===== src/rtl/dp_pkg.sv =====
// Shared datapath constants for the multicycle core operand selectors.
// Source select encodings match the control FSM's phase tables.
package dp_pkg;

    localparam int DP_WIDTH = 8;

    localparam int SEL_REG    = 0;
    localparam int SEL_CONST4 = 1;
    localparam int SEL_IMM    = 2;
    localparam int SEL_PC     = 3;

    // True when a select value addresses no physical input.
    function automatic logic sel_out_of_range(input int unsigned sel, input int unsigned n);
        return (sel >= n);
    endfunction

endpackage


===== src/rtl/mux_n.sv =====
// Combinational WIDTH x NUM_IN selector; an out-of-range select yields all-zeros.
module mux_n #(
    parameter int WIDTH  = 8,
    parameter int NUM_IN = 4,
    localparam int SEL_W = $clog2(NUM_IN)
) (
    input  logic [NUM_IN*WIDTH-1:0] in_data,
    input  logic [SEL_W-1:0]        sel,
    output logic [WIDTH-1:0]        out_data
);

    always_comb begin
        out_data = '0;
        for (int k = 0; k < NUM_IN; k++) begin
            if (sel == SEL_W'(k)) out_data = in_data[k*WIDTH +: WIDTH];
        end
    end

endmodule


===== src/rtl/operand_sel_reg.sv =====
// N-way operand selector with latched select and a registered valid/ready output stage.
// Build option OPERAND_SEL_ERR_EN makes sel_err a sticky illegal-select flag; otherwise sel_err is 0.
module operand_sel_reg
    import dp_pkg::*;
#(
    parameter int WIDTH  = DP_WIDTH,
    parameter int NUM_IN = 4,
    localparam int SEL_W = $clog2(NUM_IN)
) (
    input  logic                    clk,
    input  logic                    reset,
    input  logic                    sel_load,
    input  logic [SEL_W-1:0]        sel_in,
    input  logic [NUM_IN*WIDTH-1:0] in_data,
    input  logic                    in_valid,
    output logic                    in_ready,
    output logic                    out_valid,
    input  logic                    out_ready,
    output logic [WIDTH-1:0]        out_data,
    output logic [SEL_W-1:0]        sel_q,
    output logic                    sel_err
);

    logic [SEL_W-1:0] sel_eff;
    logic [WIDTH-1:0] mux_out;
    logic             capture;
    logic             drain;

    // Write-through: a select loaded this cycle already steers this cycle's capture.
    assign sel_eff  = sel_load ? sel_in : sel_q;
    assign in_ready = !out_valid || out_ready;
    assign capture  = in_valid && in_ready;
    assign drain    = out_valid && out_ready && !capture;

    mux_n #(
        .WIDTH  (WIDTH),
        .NUM_IN (NUM_IN)
    ) u_mux (
        .in_data  (in_data),
        .sel      (sel_eff),
        .out_data (mux_out)
    );

    always_ff @(posedge clk) begin
        if (reset) begin
            sel_q     <= '0;
            out_valid <= 1'b0;
            out_data  <= '0;
        end else begin
            if (sel_load) sel_q <= sel_in;
            if (capture) begin
                out_data  <= mux_out;
                out_valid <= 1'b1;
            end else if (drain) begin
                out_valid <= 1'b0;
            end
        end
    end

`ifdef OPERAND_SEL_ERR_EN
    logic sel_err_q;

    always_ff @(posedge clk) begin
        if (reset) begin
            sel_err_q <= 1'b0;
        end else if (capture && sel_out_of_range(32'(sel_eff), NUM_IN)) begin
            sel_err_q <= 1'b1;
        end
    end

    assign sel_err = sel_err_q;
`else
    assign sel_err = 1'b0;
`endif

endmodule

===== config.mk =====
export PLATFORM = sky130hd
export DESIGN_NAME = operand_sel_reg
export DESIGN_NICKNAME = d
export VERILOG_FILES = /design/src/rtl/dp_pkg.sv /design/src/rtl/mux_n.sv /design/src/rtl/operand_sel_reg.sv
export SDC_FILE = /design/constraint.sdc
export NUM_CORES = 1
export LEC_CHECK = 0
export BUFFER_PORTS_ARGS = -buffer_cell sky130_fd_sc_hd__buf_2
export CAP_MARGIN = 10
export CORE_AREA = 2 2 46 48
export CTS_BUF_LIST = sky130_fd_sc_hd__clkbuf_8
export CTS_CLUSTER_SIZE = 40
export DETAILED_ROUTE_END_ITERATION = 10
export DIE_AREA = 0 0 48 50
export PLACE_DENSITY = 0.73
export RECOVER_POWER = 25
export SYNTH_ARGS = -nofsm -noshare
export SYNTH_HDL_FRONTEND = slang
export SYNTH_HIERARCHICAL = 1
export SYNTH_SLANG_ARGS = --single-unit

===== constraint.sdc =====
create_clock -name clk -period 1.5 [get_ports clk]
set_input_delay 0.075 -clock clk [delete_from_list [all_inputs] [get_ports clk]]
set_output_delay 0.075 -clock clk [all_outputs]
set_load 0.1 [all_outputs]

* After elaboration in Yosys (flattened, before gate mapping) *
Cells that the tools add are included.

word-level totals
  RAM bits = 0
  input bits = 39
  bits in latches = 0
  flip-flop bits (word level) = 11
  bits in read-only memories = 0
  memories = 0
  output and inout port bits = 13

cells by class
  $lt $le $gt $ge = 0
  multiplexer cells = 7
  bitwise gates (word level) = 0
  $mul = 0
  add/subtract/negate cells = 0
  div/mod/pow operators = 0
  eq/ne operators = 3
  reduce and logical (&&, ||, !) cells = 8
  shifts and indexed selects = 0

operators by type and width
  operator                                       count
  two-way mux 8 bit                              4
  == test 2 bit, second input constant           2
  logical AND 1 bit                              3
  == test 2 x 1 -> 1 bit, second input constant  1
  logical NOT 1 bit                              2
  logical NOT 2 bit                              1
  two-way mux 1 bit                              2
  two-way mux 2 bit                              1
  nonzero test 2 bit                             1
  logical OR 1 bit                               1

* Depth between registers and ports, before layout *
Gate-level depths: netlist (run 1).

  depth after elaboration = 7
  mapped depth = 5
  depth with buffers taken out = 4

* Hierarchy *
The synthesis (run 1) kept the hierarchy.

modules (own cells, without submodules)
  module           times used  sequential area each (um^2)  cells an instance  area each (um^2)
  operand_sel_reg  1           220.2                        49                 529.3
  mux_n            1           0.0                          10                 196.4

* Worst setup path before layout (run 1) *
OpenSTA, ideal clock, no wires.

  path type = register to register
  start = register sel_q[0]
  end = register out_data[0]
  stages on the path, launching flop included = 6
  required time = 1377 ps
  period minus slack after synthesis = 2141 ps
  path buffers = 1
  slack = -641 ps
  arrival = 2018 ps
  cells stage by stage = dfxtp_1 > mux2_2 > buf_6 > mux4_2 > nand3_1 > a21oi_2

between the ends
  longest elaborated chain between the ends = 6
  elaborated cells between the ends (all ways) = 9
  classes of those cells = eq/ne: 3; mux: 5; reduce/logical: 1

RTL lines
  what                            RTL line               text
  start: declaration              operand_sel_reg.sv:20  output logic [SEL_W-1:0] sel_q,
  start signal: assignment        operand_sel_reg.sv:50  if (sel_load) sel_q <= sel_in;
  two-way mux 2 bit *             -
  via sel_eff[0]                  operand_sel_reg.sv:24  logic [SEL_W-1:0] sel_eff;
  logical NOT 2 bit               mux_n.sv:15            if (sel == SEL_W'(k)) out_data = in_data[k*WIDTH +: WIDTH];
  two-way mux 8 bit (3 in a row)  mux_n.sv:15
  two-way mux 8 bit *             mux_n.sv:15
  via mux_out[0]                  operand_sel_reg.sv:25  logic [WIDTH-1:0] mux_out;
  end signal: assignment          operand_sel_reg.sv:52  out_data <= mux_out;
  end: declaration                operand_sel_reg.sv:19  output logic [WIDTH-1:0] out_data,

Mark *: on every way through the listed nets, which the timed path passes. The rest lies on a longest branch.
A chain may end at the register's enable or synchronous reset.

* Worst setup path in the final report (run 1) *
  start = register sel_q[0]
  end = register out_data[2]

The elaborated chain is that of the path after synthesis.

==> metrics.cfg, run 1 <==
[run_status]
outcome=finished, final reports clean

[worst_setup_path]
r2r_end=out_data[2]
critPathLaunch=sel_q[0]
slowest_stage=mux4_2
crit_type=reg -> reg
path_cells=mux2_4, mux4_2, nand3_2, a21oi_2
r2r_start=sel_q[0]
critPathRequiredTime_ns=1.61
critPathMaxFanout=9
endpoint_kind=flip-flop
critPathLaunchType=flip-flop
slowest_delay_ns=0.46
rr_worst_depth=4
reg2reg_setup_slack_ns=0.11
worstPathArrival_ns=1.50

[layout]
stdcell_count=132
diodes=0
area_growth_pct=42.4
drive_above_1_share=0.781
final_common_cell=buf_2
nets=145

[min_path]
min_from=reset
hold_class=in -> reg
holdPathStages=2
whs_endpoint=out_data[5]

[power_and_ir_drop]
switching_share=0.379
p_per_area_nw_per_um2=973
p_leak_nw=0.477
net-switching-power_mw=0.381
combPwrFrac=0.396
power.internal_mw=0.624
total_power_mw=1.01
pwr-share-clk=0.280
ir_worst_vdd_mv=0.530
pwr-share-seq=0.323

[synth]
synthMuxAreaShare=0.279
synthSimpleGateAreaFrac=0.0914
seq_area_frac_synth=0.303
syn_nets=98
synth_top_family_by_area=multiplexers
synth-xor-area-share=0
synth_area_per_cell_um2=12.3
synth_compound_area_frac=0.214
yosysWarnings=6
ys_seq_elements=11
synth_fa_ha_area_frac=0
synthCells=59
synthesis.area_um2=726
synth.distinct_cells=15

[cts]
worst_skew_pair.late_latency_ns=0.23
post_cts_buffers=0
clkTransAtPathRegs_ns=0.05
cts_tree=yes
cts_htree_levels=1
hold_buffers=0
cts_root_buf=clkbuf_8
numCtsBuffers=3
cts_sinks=11
cts_buffer_depth=2
cts_resized=0

[sta]
setup_viol=0
fin_worst_hold_slack_ns=0.196
drv_slew=0
rsz0062_at_grt=no
finalCritPeriodShare=0.927
slew_headroom=0.643
min_period_ns=1.39
worst_slew_pin_slew_ns=0.537
hold_viol_final=0
fmax_mhz=719
finClkSkew_ns=0.00298

[placed_design]
gp_congestion=0.764
dp.cells=128
dpl.hpwl_um=1300
io_buffer_count=50

[grt]
grt_pass1_wl_um=2770
grt_pass1_vias=637
grt_max_degree=19
grt.overflow.total=0
grt.total_usage=0.161
antenna_found_initial=0

[detailed_routing]
drt-initial-drc-count=1
vias=631
drtAntennaViolNets=0
viasPerCell=4.78
drc_errors=0
first_pass_iters=3
wl_per_cell_um=12.4
wl_um=1630

[die]
core_area_um2=1900
die_x_um=48
io_pins=52
die_h_um=50
dieArea_um2=2400
start_util=0.382
row_count=16

[flow_run]
drv_cap=0

==> Yosys cell counts, drive strengths merged <==
cell type / instances / area (µm²)
dfxtp: 11 / 220
a21oi: 9 / 75.1
a21bo: 8 / 80.1
mux4: 8 / 180
nand3: 8 / 40.0
buf: 7 / 68.8
mux2: 2 / 22.5
nor2b: 2 / 12.5
clkbuf: 1 / 5.00
conb: 1 / 3.75
inv: 1 / 3.75
nand2b: 1 / 13.8
==> how the worst max path moves through the flow <==
| stage | end | slack (ns) | cells after the start |
|---|---|---|---|
| floorplan | out_data[0] | -0.11 | 5 |
| global placement | out_data[0] | 0.12 | 4 |
| detailed placement | out_data[6] | 0.10 | 4 |
| CTS | out_data[2] | 0.10 | 4 |
| global route | out_data[6] | 0.05 | 4 |
| finish | out_data[2] | 0.11 | 4 |
==> sequential cells by signal, summed over array words and instances, names as in the netlist <==
| name | flops |
|---|---|
| out_data | 8 |
| sel_q | 2 |
| out_valid | 1 |
==> kinds of logic after synthesis <==
family	Yosys count
mux	10
buf+inv	9
simple gates	11
flops	11
other cells	1
compound gates	17
==> area by class of cell <==
cell class	instances	area, µm²
Multi-Input combinational cell	39	472
Fill cell	185	868
Timing Repair Buffer	50	250
Sequential cell	11	229
Tap cell	27	33.8
Inverter	1	3.75
Clock buffer	3	41.3
Clock inverter	1	3.75
==> worst max-delay path, delay by kind of cell (launching register included) <==
kind | cells | cell delay, ns
mux | 2 | 0.81
flops | 1 | 0.33
simple gates | 1 | 0.08
compound gates | 1 | 0.05
==> layer usage <==
| layer | GRT usage | part of all wire |
|---|---|---|
| met1 | 0.220 | 0.45 |
| met2 | 0.244 | 0.46 |
| met3 | 0.00366 | 0.067 |
| met5 | 0 | 0 |
| met4 | 0.0946 | 0.022 |
==> power groups by stage <==
stage	clock [mW]	sequential, mW	combinational [mW]
detailed placement	0	0.330	0.402
CTS	0.288	0.325	0.402
finish	0.282	0.325	0.398
global route	0.301	0.327	0.422
global placement	0	0.329	0.398
floorplan	0	0.488	0.180
==> through the flow <==
stage / setup WS (ns) / cell area (µm²) / utilization / setup TNS [ns]
after floorplan: -0.108 / 782 / - / -0.866
after global placement: 0.124 / 988 / 0.520 / 0
after detailed placement: 0.103 / 988 / 0.520 / 0
after CTS: 0.101 / 1030 / 0.543 / 0
after global routing: 0.0545 / 1030 / 0.543 / 0
final: 0.109 / 1030 / 0.543 / 0
(Power assumes the default switching activity.)
==> run 2, diff against run 1 <==
Settings changed: CORE_AREA 2 2 46 48 to 2 2 48 50, DIE_AREA 0 0 48 50 to 0 0 50 52, PLACE_DENSITY 0.73 to 0.7.
Clock period 1.5 ns to 1.2 ns, I/O delays scaled along.
==> run 2 against run 1 <==
Against the previous run:
- the flow now finishes with violations (setup timing)
- power increased by 26%
- clock power grew 26%
- utilization is 3.8 points lower
- clock skew shrank 0.0026 ns
- setup slack got worse by 0.28 ns
- die area up 8.3%
- sequential share of layout area down 0.39 points
- non-clock buffer count unchanged
- routed wire length grew 10%
- clock-buffer cell count unchanged
- largest power group unchanged
- highest routed layer unchanged
==> metrics.cfg, run 2 (same netlist as run 1, synthesis figures left out) <==
[cts]
numCtsBuffers=3
post_cts_buffers=0
cts_tree=yes
cts_buffer_depth=2
cts_resized=0
hold_buffers=0
worst_skew_pair.late_latency_ns=0.23
cts_sinks=11
clkTransAtPathRegs_ns=0.05
cts_htree_levels=1
cts_root_buf=clkbuf_8

[grt]
grt.overflow.total=0
grt_pass1_vias=660
use_met2=0.261
grt_max_degree=19
grt.total_usage=0.149
grt_util_met3=0.0144
grt_pass1_wl_um=2850
grt-busiest-layer=met2
antenna_found_initial=0
grt_util_met1=0.173

[layout]
final_common_cell=buf_2
nets=146
drive_above_1_share=0.792
fillCellCount=203
reg_top3=out_data (8), sel_q (2), out_valid (1)
area_growth_pct=46.6
largest-register=out_data
largest_reg_flops=8
fin_util=0.505
diodes=0

[run_status]
violations=setup timing
outcome=finished, violations left

[worst_setup_path]
slowest_delay_ns=0.45
endpoint_kind=flip-flop
setup.worst_path.end=out_data[6]
reg2reg_setup_slack_ns=-0.17
crit_type=reg -> reg
worstPathArrival_ns=1.48
critPathMaxFanout=5
path_cells=mux2_4, mux4_2, nand3_2, a21oi_2
critPathRequiredTime_ns=1.31
critPathLaunchType=flip-flop
r2r_end=out_data[6]
r2r_start=sel_q[0]
critPathLaunch=sel_q[0]
rr_worst_depth=4
slowest_stage=mux4_2

[detailed_routing]
viasPerCell=4.72
drtAntennaViolNets=0
vias=633
first_pass_iters=2
drt-initial-drc-count=7
drc_errors=0
wl_um=1800
wl_per_cell_um=13.4

[power_and_ir_drop]
p_per_area_nw_per_um2=1200
p_leak_nw=0.490
ir_worst_vdd_mv=0.470
pwr-share-seq=0.318
power.internal_mw=0.787
net-switching-power_mw=0.484
combPwrFrac=0.403
switching_share=0.381
pwr-share-clk=0.279

[min_path]
hold_class=in -> reg
min_from=reset

[sta]
setup_viol=8
rsz0062_at_grt=yes
finClkSkew_ns=0.000377
fin_tns_setup_ns=-1.21
fmax_mhz=732
setup_ws_ns=-0.166
finalCritPeriodShare=1.14
hold_viol_final=0
min_period_ns=1.37
drv_slew=0

[die]
io_pins=52
core_area_um2=2110
dieArea_um2=2600
row_count=17
start_util=0.345
die_h_um=52
die_x_um=50

[placed_design]
io_buffer_count=50
gp_congestion=0.762
dp_slack_ns=-0.196
dpl.hpwl_um=1350

[flow_run]
drv_cap=0

run 2: power by group through the flow:
stage          combinational [mW]  clock (mW)  sequential (mW)
2_1_floorplan               0.225           0            0.609
3_3_place_gp                0.503           0            0.410
5_1_grt                     0.536       0.382            0.407
3_5_place_dp                0.508           0            0.412
6_report                    0.512       0.355            0.404
4_1_cts                     0.516       0.368            0.405
run 2: metal layers:
metal	wire length, µm	up-vias
met4	27	0
met5	0	-
met1	762	286
met2	908	30
li1	-	315
met3	102	2
run 2: worst min path at each step:
| stage | slack [ns] | to | depth (start not counted) |
|---|---|---|---|
| final | 0.18 | out_data[1] | 2 |
| after global routing | 0.19 | out_data[1] | 2 |
| after CTS | 0.18 | out_data[2] | 2 |
| after detailed placement | 0.42 | out_data[2] | 2 |
| after global placement | 0.42 | out_data[6] | 2 |
| after floorplan | 0.12 | sel_q[0] | 1 |
run 2: through the flow:
| step | hold slack [ns] | instances | cell area, µm² | total power [mW] |
|---|---|---|---|---|
| 2_1_floorplan | 0.122 | 59 | 785 | 0.834 |
| 3_3_place_gp | 0.416 | 129 | 1010 | 0.914 |
| 3_5_place_dp | 0.421 | 129 | 1010 | 0.920 |
| 4_1_cts | 0.177 | 134 | 1060 | 1.29 |
| 5_1_grt | 0.188 | 134 | 1060 | 1.33 |
| 6_report | 0.181 | 134 | 1060 | 1.27 |
run 2: worst max-delay path: cells and delay by family (launching register included):
| family | cells | cell delay [ns] |
|---|---|---|
| muxes | 2 | 0.77 |
| and+or+nand+nor | 1 | 0.08 |
| AOI/OAI and AO/OA | 1 | 0.05 |
| DFF | 1 | 0.34 |
run 2: area by class of cell:
type	instances	area [µm²]	share of cell area
tap	28	35.0	0.0329
multi-input combinational	40	483	0.454
clock buffer	3	41.3	0.0388
clock inverter	1	3.75	0.00353
timing repair buffer	50	265	0.249
sequential	11	231	0.218
inverter	1	3.75	0.00353
